==> src/rtl/nco_pinc_ctrl.sv <==
// Sequences NCO phase-increment updates (base + signed loop correction) onto the DDS AXI-S config channel.
// Optional phase-offset half of the config word is enabled by defining NCO_PHASE_OFFSET_EN.
module nco_pinc_ctrl #(
  parameter int PINC_WIDTH  = 32,
  parameter int ADJ_WIDTH   = 16,
  parameter int HOLD_CYCLES = 8,
`ifdef NCO_PHASE_OFFSET_EN
  localparam int CFG_WIDTH  = 2 * PINC_WIDTH
`else
  localparam int CFG_WIDTH  = PINC_WIDTH
`endif
) (
  input  logic                  clk,
  input  logic                  rst_n,
  input  logic [PINC_WIDTH-1:0] base_pinc,
  input  logic                  base_load,
  input  logic [ADJ_WIDTH-1:0]  loop_adj,
  input  logic                  loop_valid,
`ifdef NCO_PHASE_OFFSET_EN
  input  logic [PINC_WIDTH-1:0] poff_in,
  input  logic                  poff_load,
`endif
  output logic [CFG_WIDTH-1:0]  cfg_tdata,
  output logic                  cfg_tvalid,
  input  logic                  cfg_tready,
  output logic [PINC_WIDTH-1:0] pinc_cur,
  output logic                  busy,
  output logic                  adj_drop
);

  localparam int HCW = (HOLD_CYCLES > 1) ? $clog2(HOLD_CYCLES) : 1;

  typedef enum logic [1:0] {IDLE, SEND, HOLD} state_t;

  state_t                state, state_nxt;
  logic [PINC_WIDTH-1:0] base_reg, base_nxt;
  logic [ADJ_WIDTH-1:0]  adj_reg, adj_nxt;
  logic                  pending, pending_nxt;
  logic                  adj_unsent, adj_unsent_nxt;
  logic [HCW-1:0]        hold_cnt, hold_nxt;
  logic [CFG_WIDTH-1:0]  tdata_nxt, cfg_word;
  logic                  tvalid_nxt, adj_drop_nxt;
  logic [PINC_WIDTH-1:0] pinc_nxt, target;
  logic                  capture, pend_cap, load_send;

`ifdef NCO_PHASE_OFFSET_EN
  logic [PINC_WIDTH-1:0] poff_reg, poff_nxt;
  assign poff_nxt = poff_load ? poff_in : poff_reg;
  assign capture  = base_load | loop_valid | poff_load;
  assign cfg_word = {poff_nxt, target};
`else
  assign capture  = base_load | loop_valid;
  assign cfg_word = target;
`endif

  assign base_nxt = base_load  ? base_pinc : base_reg;
  assign adj_nxt  = loop_valid ? loop_adj  : adj_reg;
  // Target uses this cycle's captures so a request from IDLE sends the new values.
  assign target   = base_nxt + {{(PINC_WIDTH-ADJ_WIDTH){adj_nxt[ADJ_WIDTH-1]}}, adj_nxt};
  assign pend_cap = pending | capture;
  assign busy     = (state != IDLE);

  always_comb begin
    state_nxt      = state;
    pending_nxt    = pend_cap;
    adj_unsent_nxt = adj_unsent | loop_valid;
    hold_nxt       = hold_cnt;
    tdata_nxt      = cfg_tdata;
    tvalid_nxt     = cfg_tvalid;
    pinc_nxt       = pinc_cur;
    load_send      = 1'b0;
    adj_drop_nxt   = loop_valid & pending & adj_unsent;

    unique case (state)
      IDLE: load_send = pend_cap;
      SEND: begin
        if (cfg_tready) begin
          pinc_nxt   = cfg_tdata[PINC_WIDTH-1:0];
          tvalid_nxt = 1'b0;
          if (HOLD_CYCLES == 0) begin
            if (pend_cap) load_send = 1'b1;
            else          state_nxt = IDLE;
          end else begin
            state_nxt = HOLD;
            hold_nxt  = HCW'(HOLD_CYCLES - 1);
          end
        end
      end
      HOLD: begin
        if (hold_cnt == '0) begin
          if (pend_cap) load_send = 1'b1;
          else          state_nxt = IDLE;
        end else begin
          hold_nxt = hold_cnt - 1'b1;
        end
      end
      default: state_nxt = IDLE;
    endcase

    if (load_send) begin
      state_nxt      = SEND;
      tdata_nxt      = cfg_word;
      tvalid_nxt     = 1'b1;
      pending_nxt    = 1'b0;
      adj_unsent_nxt = 1'b0;
    end
  end

  always_ff @(posedge clk or negedge rst_n) begin
    if (!rst_n) begin
      state      <= IDLE;
      base_reg   <= '0;
      adj_reg    <= '0;
      pending    <= 1'b0;
      adj_unsent <= 1'b0;
      hold_cnt   <= '0;
      cfg_tdata  <= '0;
      cfg_tvalid <= 1'b0;
      pinc_cur   <= '0;
      adj_drop   <= 1'b0;
    end else begin
      state      <= state_nxt;
      base_reg   <= base_nxt;
      adj_reg    <= adj_nxt;
      pending    <= pending_nxt;
      adj_unsent <= adj_unsent_nxt;
      hold_cnt   <= hold_nxt;
      cfg_tdata  <= tdata_nxt;
      cfg_tvalid <= tvalid_nxt;
      pinc_cur   <= pinc_nxt;
      adj_drop   <= adj_drop_nxt;
    end
  end

`ifdef NCO_PHASE_OFFSET_EN
  always_ff @(posedge clk or negedge rst_n) begin
    if (!rst_n) poff_reg <= '0;
    else        poff_reg <= poff_nxt;
  end
`endif

endmodule

==> config.mk <==
export PLATFORM = sky130hd
export DESIGN_NAME = nco_pinc_ctrl
export DESIGN_NICKNAME = d
export VERILOG_FILES = /design/src/rtl/nco_pinc_ctrl.sv
export SDC_FILE = /design/constraint.sdc
export NUM_CORES = 1
export LEC_CHECK = 0
export CAP_MARGIN = 20
export CORE_UTILIZATION = 40
export CTS_BUF_LIST = sky130_fd_sc_hd__clkbuf_8
export CTS_CLUSTER_DIAMETER = 50
export DETAILED_ROUTE_END_ITERATION = 10
export HOLD_SLACK_MARGIN = 0.06
export PLACE_DENSITY = 0.73
export SYNTH_ARGS = -nofsm -noshare
export SYNTH_HDL_FRONTEND = slang
export SYNTH_SLANG_ARGS = --single-unit
==> constraint.sdc <==
create_clock -name clk -period 3.8 [get_ports clk]
set_input_delay 0.76 -clock clk [delete_from_list [all_inputs] [get_ports clk]]
set_output_delay 0.76 -clock clk [all_outputs]
set_load 0.02 [all_outputs]
# == After elaboration in Yosys (flattened, before gate mapping) ==
# Index checks and enable logic that the tools add are counted.
# totals
output_inout_bits,67
ff_bits,121
# op_classes
muxes,18
add_sub_neg,2
bitwise,5
reduce_logical,10
n_eq_ne,8
# op_table
op,n
adder 32 bit,1
2-to-1 mux 32 bit,1
2-to-1 mux 16 bit,1
"!= test 3 bit, second input constant",3
2-to-1 mux 2 bit,4
nonzero test 2 bit,4
2-to-1 mux 1 bit,7
2-to-1 mux 3 bit,2
"!= test 2 bit, second input constant",3
one-hot mux 2 bit (3 select lines),1
one-hot mux 3 bit (2 select lines),1
AND reduction 2 bit,2
AND reduction 4 bit,1
logical NOT 3 bit,1
bitwise OR 1 bit,3
AND reduction 3 bit,1
"subtractor 3 x 1 -> 3 bit, second input constant",1
AND 1 bit,2
"equality test 2 x 1 -> 1 bit, second input constant",1
"equality test 2 bit, second input constant",1
logical NOT 2 bit,1
one-hot mux 1 bit (2 select lines),1

# == Longest topological paths before layout ==
# Gate-level depths: netlist of run 1.
# logic_depth
ltp_word,7
depth_mapped,13

# == Worst setup path before layout of run 1 ==
# Ideal clock, no wire load.
# synth_path
path_kind,in2reg
from,input port base_load
to,register cfg_tdata[24]
stages,13
slack_ns,-0.083
arrival_time_ns,3.756
t_required_ns,3.673
setup_ns,0.127
path_cell_list,clkbuf_1 -> clkbuf_1 -> mux2_2 -> ha_1 -> fa_1 -> a21o_1 -> a31oi_1 -> o21ai_1 -> a221oi_2 -> o221ai_2 -> a21boi_0 -> xor2_1 -> o21ai_0
# synth_via
elab_cells_between_ends,7
# synth_lines
element,line,rtl
start: declaration,16,"input logic base_load,"
2-to-1 mux 32 bit,56,assign base_nxt = base_load ? base_pinc : base_reg;
net base_nxt[0],36,"logic [PINC_WIDTH-1:0] base_reg, base_nxt;"
adder 32 bit,59,"assign target = base_nxt + {{(PINC_WIDTH-ADJ_WIDTH){adj_nxt[ADJ_WIDTH-1]}}, adj_nxt};"
end signal: assignment,128,cfg_tdata <= tdata_nxt;
end: declaration,23,"output logic [CFG_WIDTH-1:0] cfg_tdata,"
# The timed path passes the listed nets, and every way through them passes these cells.
# A chain may end at the register's enable or synchronous reset.

# == Worst setup path in the final report of run 1 ==
# layout_path
from,input port loop_valid
to,register cfg_tdata[24]
# layout_via
elab_cells_between_ends,7
# layout_lines
element,line,rtl
start: declaration,18,"input logic loop_valid,"
2-to-1 mux 16 bit,57,assign adj_nxt = loop_valid ? loop_adj : adj_reg;
net adj_nxt[0],37,"logic [ADJ_WIDTH-1:0] adj_reg, adj_nxt;"
adder 32 bit,59,
# The timed path passes the listed nets, and every way through them passes these cells.

==> summary.txt, run 1 <==
Run status: finished with violations
Violated checks: design-rule violations
Asr flop ratio synth: 1.00
Cells after DPL: 902
Die width: 125 um
ANT nets after route: 0
Reg2reg end: cfg_tdata[24]$_DFFE_PN0P_
CTS Buf Count: 17
Wirelength per Cell: 17.1 um
Yosys warnings: 0
Initial antenna violation count: 0
Combinational family with the most area after synthesis: multiplexers
Max_cap viols: 0
WS Path Type: in -> reg
Vias in the first global route: 5099
Worst Setup End Kind: flip-flop
Max_slew headroom: 0.481
Clock Tree Buf Depth: 2
CP max FO: 4
Worst-path cell chain: clkdlybuf4s50_1, mux2_2, ha_1, fa_1, a21o_1, a31oi_1, o21ai_1, a221oi_2, buf_4, o221ai_2, a21boi_1, xor2_1, o21ai_0
Total wire length: 16.0 mm
Most common cell in the netlist: dfrtp_1
Mapped Nets: 620
Dpl ws: -392 ps
Seq/Total Area, Yosys: 0.497
DRC Markers: 5
Worst hold-check path type: in -> async
Fin util: 0.577
Synth Area per Inst: 11.4 um^2
Worst path slowest cell: clkdlybuf4s50_1
Routed vias/inst: 5.16
Final Skew: 8.67 ps
Initial Util: 0.415
WL met1: 7.28 mm
Worst hold slack: 393 ps
Final hold vios: 0
R2R depth: 12
Clk_lat worst skew: 450 ps
Cells after Synth: 533
Overall Power: 5.90 mW
IO buf count: 119
Placer Congestion: 0.877
Total power density per cell area: 696 nW/um^2
Quantity of hold-fixing buffers added after cts: 0
Metal3 WL: 460 um
CTS clk-pin slew, worst paths: 80 ps
GRT Util Overall: 0.214
Design Area, Final: 8470 um^2
CTS sink count: 121
RR Startpoint: adj_reg[0]$_DFF_PN0_
Tcrit/Tclk final: 0.964
Mux cell area share after synthesis: 0.153
Synth top cells by count: dfrtp_1, mux2_2, nand2_1
Post-detail-place hpwl: 12.2 mm
Unrepaired setup endpoints after global routing: false
Post-Synth Simple-Gate Area: 0.0756
Adder-cell share of the synthesized area: 0.0710
Row cnt: 44
Setup TNS: 0 ps
Detail Route met2 WL: 7.92 mm
Max layer used: met4
Layout area overhead: 39.1%
NumNets Final: 825
Slew Viols, Final: 0
Routed vias: 4823
Most frequently used flop master after synthesis: dfrtp_1
# fillers: 1216
Register area: 3030 um^2
# IOs: 120
Area of the multi-input gates: 2950 um^2
Peak Freq: 273 MHz
Synth Area in XOR/XNOR: 0.0417
Largest area contributor in the netlist: dfrtp_1
Die area: 15700 um^2
CP Launch Type: input port
Layout cell share with drive strength beyond 1: 0.293
Post-Syn Area: 6090 um^2
Actual slew at the worst max-slew pin: 779 ps
First-pass GRT wire length: 26.2 mm
Root Driver: clkbuf_8
Clock H-tree levels: 4
Data required, critical path: 4130 ps
Dpl cell area: 8120 um^2
Synth area leaders: dfrtp_1, mux2_2, ha_1, nand2_1, o21ai_0
CP Data Arrival Time: 3990 ps
PnR worst setup slack: 135 ps
Core Area: 14700 um^2
Final Critical Period: 3660 ps
EDFF count, synth: 0
Die span in y: 125 um
Post-synth top area share: 0.497
Max IR drop VDD: 0.304 mV
Diodes inserted: 0
Crit path largest cell delay: 580 ps
Synth Area in Compound Gates: 0.140
GRT Residual Overflow: 0
Register bit total from synthesis: 121
Static Leak: 3.79 nW
TritonCTS clock tree: built
Finished Layout Cells: 935
Largest net degree at the start of global routing: 66
Pre-antenna DRT Iters: 10
Reg2Reg Setup Slack: 750 ps
DRT iter0 DRCs: 297
Setup violations, final: 0
Synth unique cells: 50
## cell usage in the layout, fill, tap and decap left out, types with 14 or more instances in the layout
| cell | Yosys | routed |
|---|---|---|
| buf_4 | 1 | 86 |
| mux2_2 | 82 | 82 |
| xnor2_1 | 15 | 15 |
| o21ai_0 | 41 | 40 |
| clkdlybuf4s50_1 | 0 | 118 |
| a21oi_1 | 33 | 32 |
| nand2_1 | 57 | 57 |
| xor2_1 | 14 | 14 |
| clkbuf_8 | 0 | 17 |
| ha_1 | 33 | 33 |
| dfrtp_1 | 121 | 121 |
## layout make-up
type | instances | area share
timing repair buffer | 207 | 0.223
sequential | 121 | 0.357
tap | 184 | 0.0272
clock inverter | 15 | 0.0121
inverter | 12 | 0.00532
multi-input combinational | 379 | 0.348
clock buffer | 17 | 0.0276
## repair_timing
item,CTS,global route
setup buffers,0,1
gates resized for setup,0,4
hold endpoints to repair,0,0
endpoints found under the setup margin,0,6
## layer usage
layer / up-vias / GRT usage
li1: 2319 / -
met5: - / 0
met1: 2371 / 0.277
met4: 0 / 0.0911
met2: 106 / 0.355
met3: 27 / 0.0351
## critical path: cells and delay by family
kind / cells / cell delay (ps)
multiplexers: 1 / 380
buffers and inverters: 2 / 740
AO/OA/AOI/OAI: 7 / 1270
XOR/XNOR: 1 / 220
adder cells (fa/ha/maj): 2 / 620
## kinds of logic after synthesis
family / Yosys count
muxes: 83
and+or+nand+nor: 103
xor gates and xnor gates: 29
AOI/OAI and AO/OA: 130
adders and majority gates: 34
buffers and inverters: 33
DFF: 121
## worst max path at each step
stage	startpoint	endpoint	slack [ps]	cells after the start
floorplan	base_load	cfg_tdata[24]$_DFFE_PN0P_	50	13
global placement	loop_valid	cfg_tdata[24]$_DFFE_PN0P_	-310	12
detailed placement	loop_valid	cfg_tdata[24]$_DFFE_PN0P_	-390	12
CTS	loop_valid	cfg_tdata[24]$_DFFE_PN0P_	50	12
global route	base_load	cfg_tdata[24]$_DFFE_PN0P_	2	13
finish	loop_valid	cfg_tdata[24]$_DFFE_PN0P_	140	13
## where the power goes
group          switching (mW)  internal, mW
clock network           0.562         0.448
logic                    1.45          1.43
registers               0.291          1.72
Power figures use the tool's default switching activity.
==> run 2: changes to the inputs <==
ABC_AREA = 0   (was unset)
SKIP_CTS_REPAIR_TIMING = 1   (was unset)
TNS_END_PERCENT = 30   (was unset)
==> results of run 2 <==
Same layout as run 1: the final DEF is identical, and so are final timing and power.
==> run 3: changes to the inputs <==
ABC_AREA = 1   (was 0)
PLACE_DENSITY = 0.72   (was 0.73)
==> run 3 against run 2 <==
Synthesized cell count grew 85%. Combinational power shrank 11%. Final area grew 2.9%. Sequential cell count is the same. Die area grew 14%. Wire length grew 14%. Power shrank 5.4%. Clock power grew 4%. Register-to-register slack gained 820 ps. The flow now finishes without violations. Maximum frequency grew 21%. Non-clock buffer count shrank 78. Count of clock-buffer cells in the layout grew 3.
==> summary.txt, run 3 <==
Run status: complete, no violations (was finished with violations)
Crit-path leading delay family: simple AND/OR/NAND/NOR gates (was compound AO/OA/AOI/OAI gates)
Core Area: 16800 um^2 (was 14700 um^2)
Placer Congestion: 0.914 (was 0.877)
Final hold vios: 0 (unchanged)
# fillers: 1684 (was 1216)
IO buf count: 119 (unchanged)
Layout area overhead: 25.6% (was 39.1%)
Synth unique cells: 32 (was 50)
GRT Util Overall: 0.219 (was 0.214)
Final Critical Period: 3040 ps (was 3660 ps)
Initial antenna violation count: 0 (unchanged)
# IOs: 120 (unchanged)
NumNets Final: 1200 (was 825)
Cells after DPL: 1314 (was 902)
Register area: 3030 um^2 (unchanged)
Most frequently used flop master after synthesis: dfrtp_1 (unchanged)
CTS sink count: 121 (unchanged)
Die width: 134 um (was 125 um)
Wirelength per Cell: 13.5 um (was 17.1 um)
Total power density per cell area: 640 nW/um^2 (was 696 nW/um^2)
Row cnt: 47 (was 44)
Finished Layout Cells: 1344 (was 935)
Clock H-tree levels: 4 (unchanged)
CTS Buf Count: 17 (unchanged)
Die span in y: 134 um (was 125 um)
Area of the multi-input gates: 3290 um^2 (was 2950 um^2)
Data required, critical path: 4190 ps (was 4130 ps)
Post-detail-place hpwl: 14.2 mm (was 12.2 mm)
Synth area leaders: dfrtp_1, nand2_1, inv_1, ha_1, nand3_1 (was dfrtp_1, mux2_2, ha_1, nand2_1, o21ai_0)
EDFF count, synth: 0 (unchanged)
Final Skew: 9.70 ps (was 8.67 ps)
TritonCTS clock tree: built (unchanged)
Post-synth top area share: 0.436 (was 0.497)
Clk_lat worst skew: 450 ps (about the same)
Commonest non-fill, non-tap cell in the layout: nand2_1 (was dfrtp_1)
First-pass GRT wire length: 30.4 mm (was 26.2 mm)
Slew Viols, Final: 0 (unchanged)
Actual slew at the worst max-slew pin: 572 ps (was 779 ps)
Initial Util: 0.414 (was 0.415)
Worst-path cell chain: clkdlybuf4s50_1, inv_1, nand2_1, nand2_1, ha_1, fa_1, nand3_1, nand3_1, nand2_1, nand2_1, nand3_1, nand3_1, nand2_1, nand3_1, nand2_1 (was clkdlybuf4s50_1, mux2_2, ha_1, fa_1, a21o_1, a31oi_1, o21ai_1, a221oi_2, buf_4, o221ai_2, a21boi_1, xor2_1, o21ai_0)
GRT Residual Overflow: 0 (unchanged)
Mapped Nets: 1075 (was 620)
Asr flop ratio synth: 1.00 (unchanged)
CP Data Arrival Time: 3430 ps (was 3990 ps)
Seq/Total Area, Yosys: 0.436 (was 0.497)
Max_slew headroom: 0.618 (was 0.481)
CTS clk-pin slew, worst paths: 70 ps (was 80 ps)
Peak Freq: 329 MHz (was 273 MHz)
DRC Markers: 0 (was 5)
Synth top cells by count: nand2_1, inv_1, dfrtp_1 (was dfrtp_1, mux2_2, nand2_1)
Synth Area per Inst: 7.03 um^2 (was 11.4 um^2)
Setup TNS: 0 ps (unchanged)
Most used cell along the critical path: nand2_1
Die area: 17900 um^2 (was 15700 um^2)
Clock Tree Buf Depth: 2 (unchanged)
Largest area contributor in the netlist: dfrtp_1 (unchanged)
DRT iter0 DRCs: 315 (was 297)
Static Leak: 4.82 nW (was 3.79 nW)
Commonest cells after routing, fill and taps aside: nand2_1, inv_1, dfrtp_1 (was dfrtp_1, clkdlybuf4s50_1, buf_4)
Root Driver: clkbuf_8 (unchanged)
Diodes inserted: 0 (unchanged)
Max_cap viols: 0 (unchanged)
Routed vias/inst: 4.70 (was 5.16)
Cells after Synth: 988 (was 533)
Tcrit/Tclk final: 0.800 (was 0.964)
Worst Setup End Kind: flip-flop (unchanged)
Unrepaired setup endpoints after global routing: false (unchanged)
Setup violations, final: 0 (unchanged)
Largest net degree at the start of global routing: 79 (was 66)
Max IR drop VDD: 0.385 mV (was 0.304 mV)
Layout cell share with drive strength beyond 1: 0.0552 (was 0.293)
Routed vias: 6316 (was 4823)
Total wire length: 18.2 mm (was 16.0 mm)
CP max FO: 16 (was 4)
Post-Syn Area: 6950 um^2 (was 6090 um^2)
Worst path buffer plus inverter count: 2 (unchanged)
Worst hold-check path type: in -> async (unchanged)
Pre-antenna DRT Iters: 5 (was 10)
Register bit total from synthesis: 121 (unchanged)
Vias in the first global route: 6329 (was 5099)
Worst path slowest cell: clkdlybuf4s50_1 (unchanged)
Most common cell in the netlist: nand2_1 (was dfrtp_1)
WS Path Type: in -> reg (unchanged)
ANT nets after route: 0 (unchanged)
Yosys warnings: 0 (unchanged)
CP Launch Type: input port (unchanged)
Crit path largest cell delay: 540 ps (was 580 ps)
==> run 3: cell count changes after synthesis, moves of 24 or more <==
cell	previous run	this run
nand3_1	10	44
mux2_2	82	0
nor2_1	13	43
o21ai_0	41	17
nand2_1	57	490
inv_1	12	128
==> run 3: area by class of cell <==
class | instances | area share
multi-input cells | 711 | 0.377
flip-flops and latches | 121 | 0.347
repair buffers | 129 | 0.146
inverters | 133 | 0.0575
clock buffers | 20 | 0.0316
well taps | 220 | 0.0316
clock inverters | 10 | 0.00918
==> run 3: per-stage QoR <==
step	total power [mW]	util	worst slack, ps	hold WS, ps	cell area [um^2]
after floorplan	3.49	-	1060	442	6950
after global placement	4.54	0.499	289	459	8370
after detailed placement	4.58	0.499	251	460	8370
after CTS	5.66	0.520	756	310	8720
after global routing	6.00	0.520	568	334	8720
final	5.58	0.520	759	311	8720
==> run 3: power by group <==
part	total [mW]	switching (mW)	internal [mW]
clock	1.05	0.498	0.550
sequential	1.97	0.267	1.70
combinational	2.57	1.50	1.06
==> run 3: path summary, 6_finish.rpt <==
path | end | slack (ps) | cells after the start | from
max | cfg_tdata[24]$_DFFE_PN0P_ | 760 | 15 | loop_valid
min reg2reg | base_reg[11]$_DFF_PN0_ | 470 | 2 | base_reg[11]$_DFF_PN0_
min | base_reg[4]$_DFF_PN0_ | 310 | 1 | rst_n
min in group clk | base_reg[11]$_DFF_PN0_ | 470 | 2 | base_reg[11]$_DFF_PN0_
max reg2reg | cfg_tdata[24]$_DFFE_PN0P_ | 1570 | 13 | base_reg[0]$_DFF_PN0_
max in group asynchronous | cfg_tdata[24]$_DFFE_PN0P_ | 2670 | 2 | rst_n
==> run 3: cell families after synthesis <==
kind of cell,Yosys count,share of synthesized area
AOI/OAI and AO/OA,60,0.0465
buffers and inverters,156,0.0910
xor gates and xnor gates,13,0.0164
adders and majority gates,34,0.0623
DFF,121,0.436
and+or+nand+nor,604,0.348
==> run 3: per-layer routing <==
layer / routed length [um] / part of all wire / track usage / vias up
met2: 8960 / 0.49 / 0.390 / 139
met3: 775 / 0.043 / 0.0416 / 22
met1: 8040 / 0.44 / 0.259 / 2905
met4: 429 / 0.024 / 0.0884 / 0
li1: - / - / - / 3250
met5: 0 / 0 / 0 / -
==> run 3: worst reg2reg max path, delay by kind of cell (launching register included) <==
family | cells | cell delay (ps)
and+or+nand+nor | 11 | 1090
adders and majority gates | 2 | 730
DFF | 1 | 360
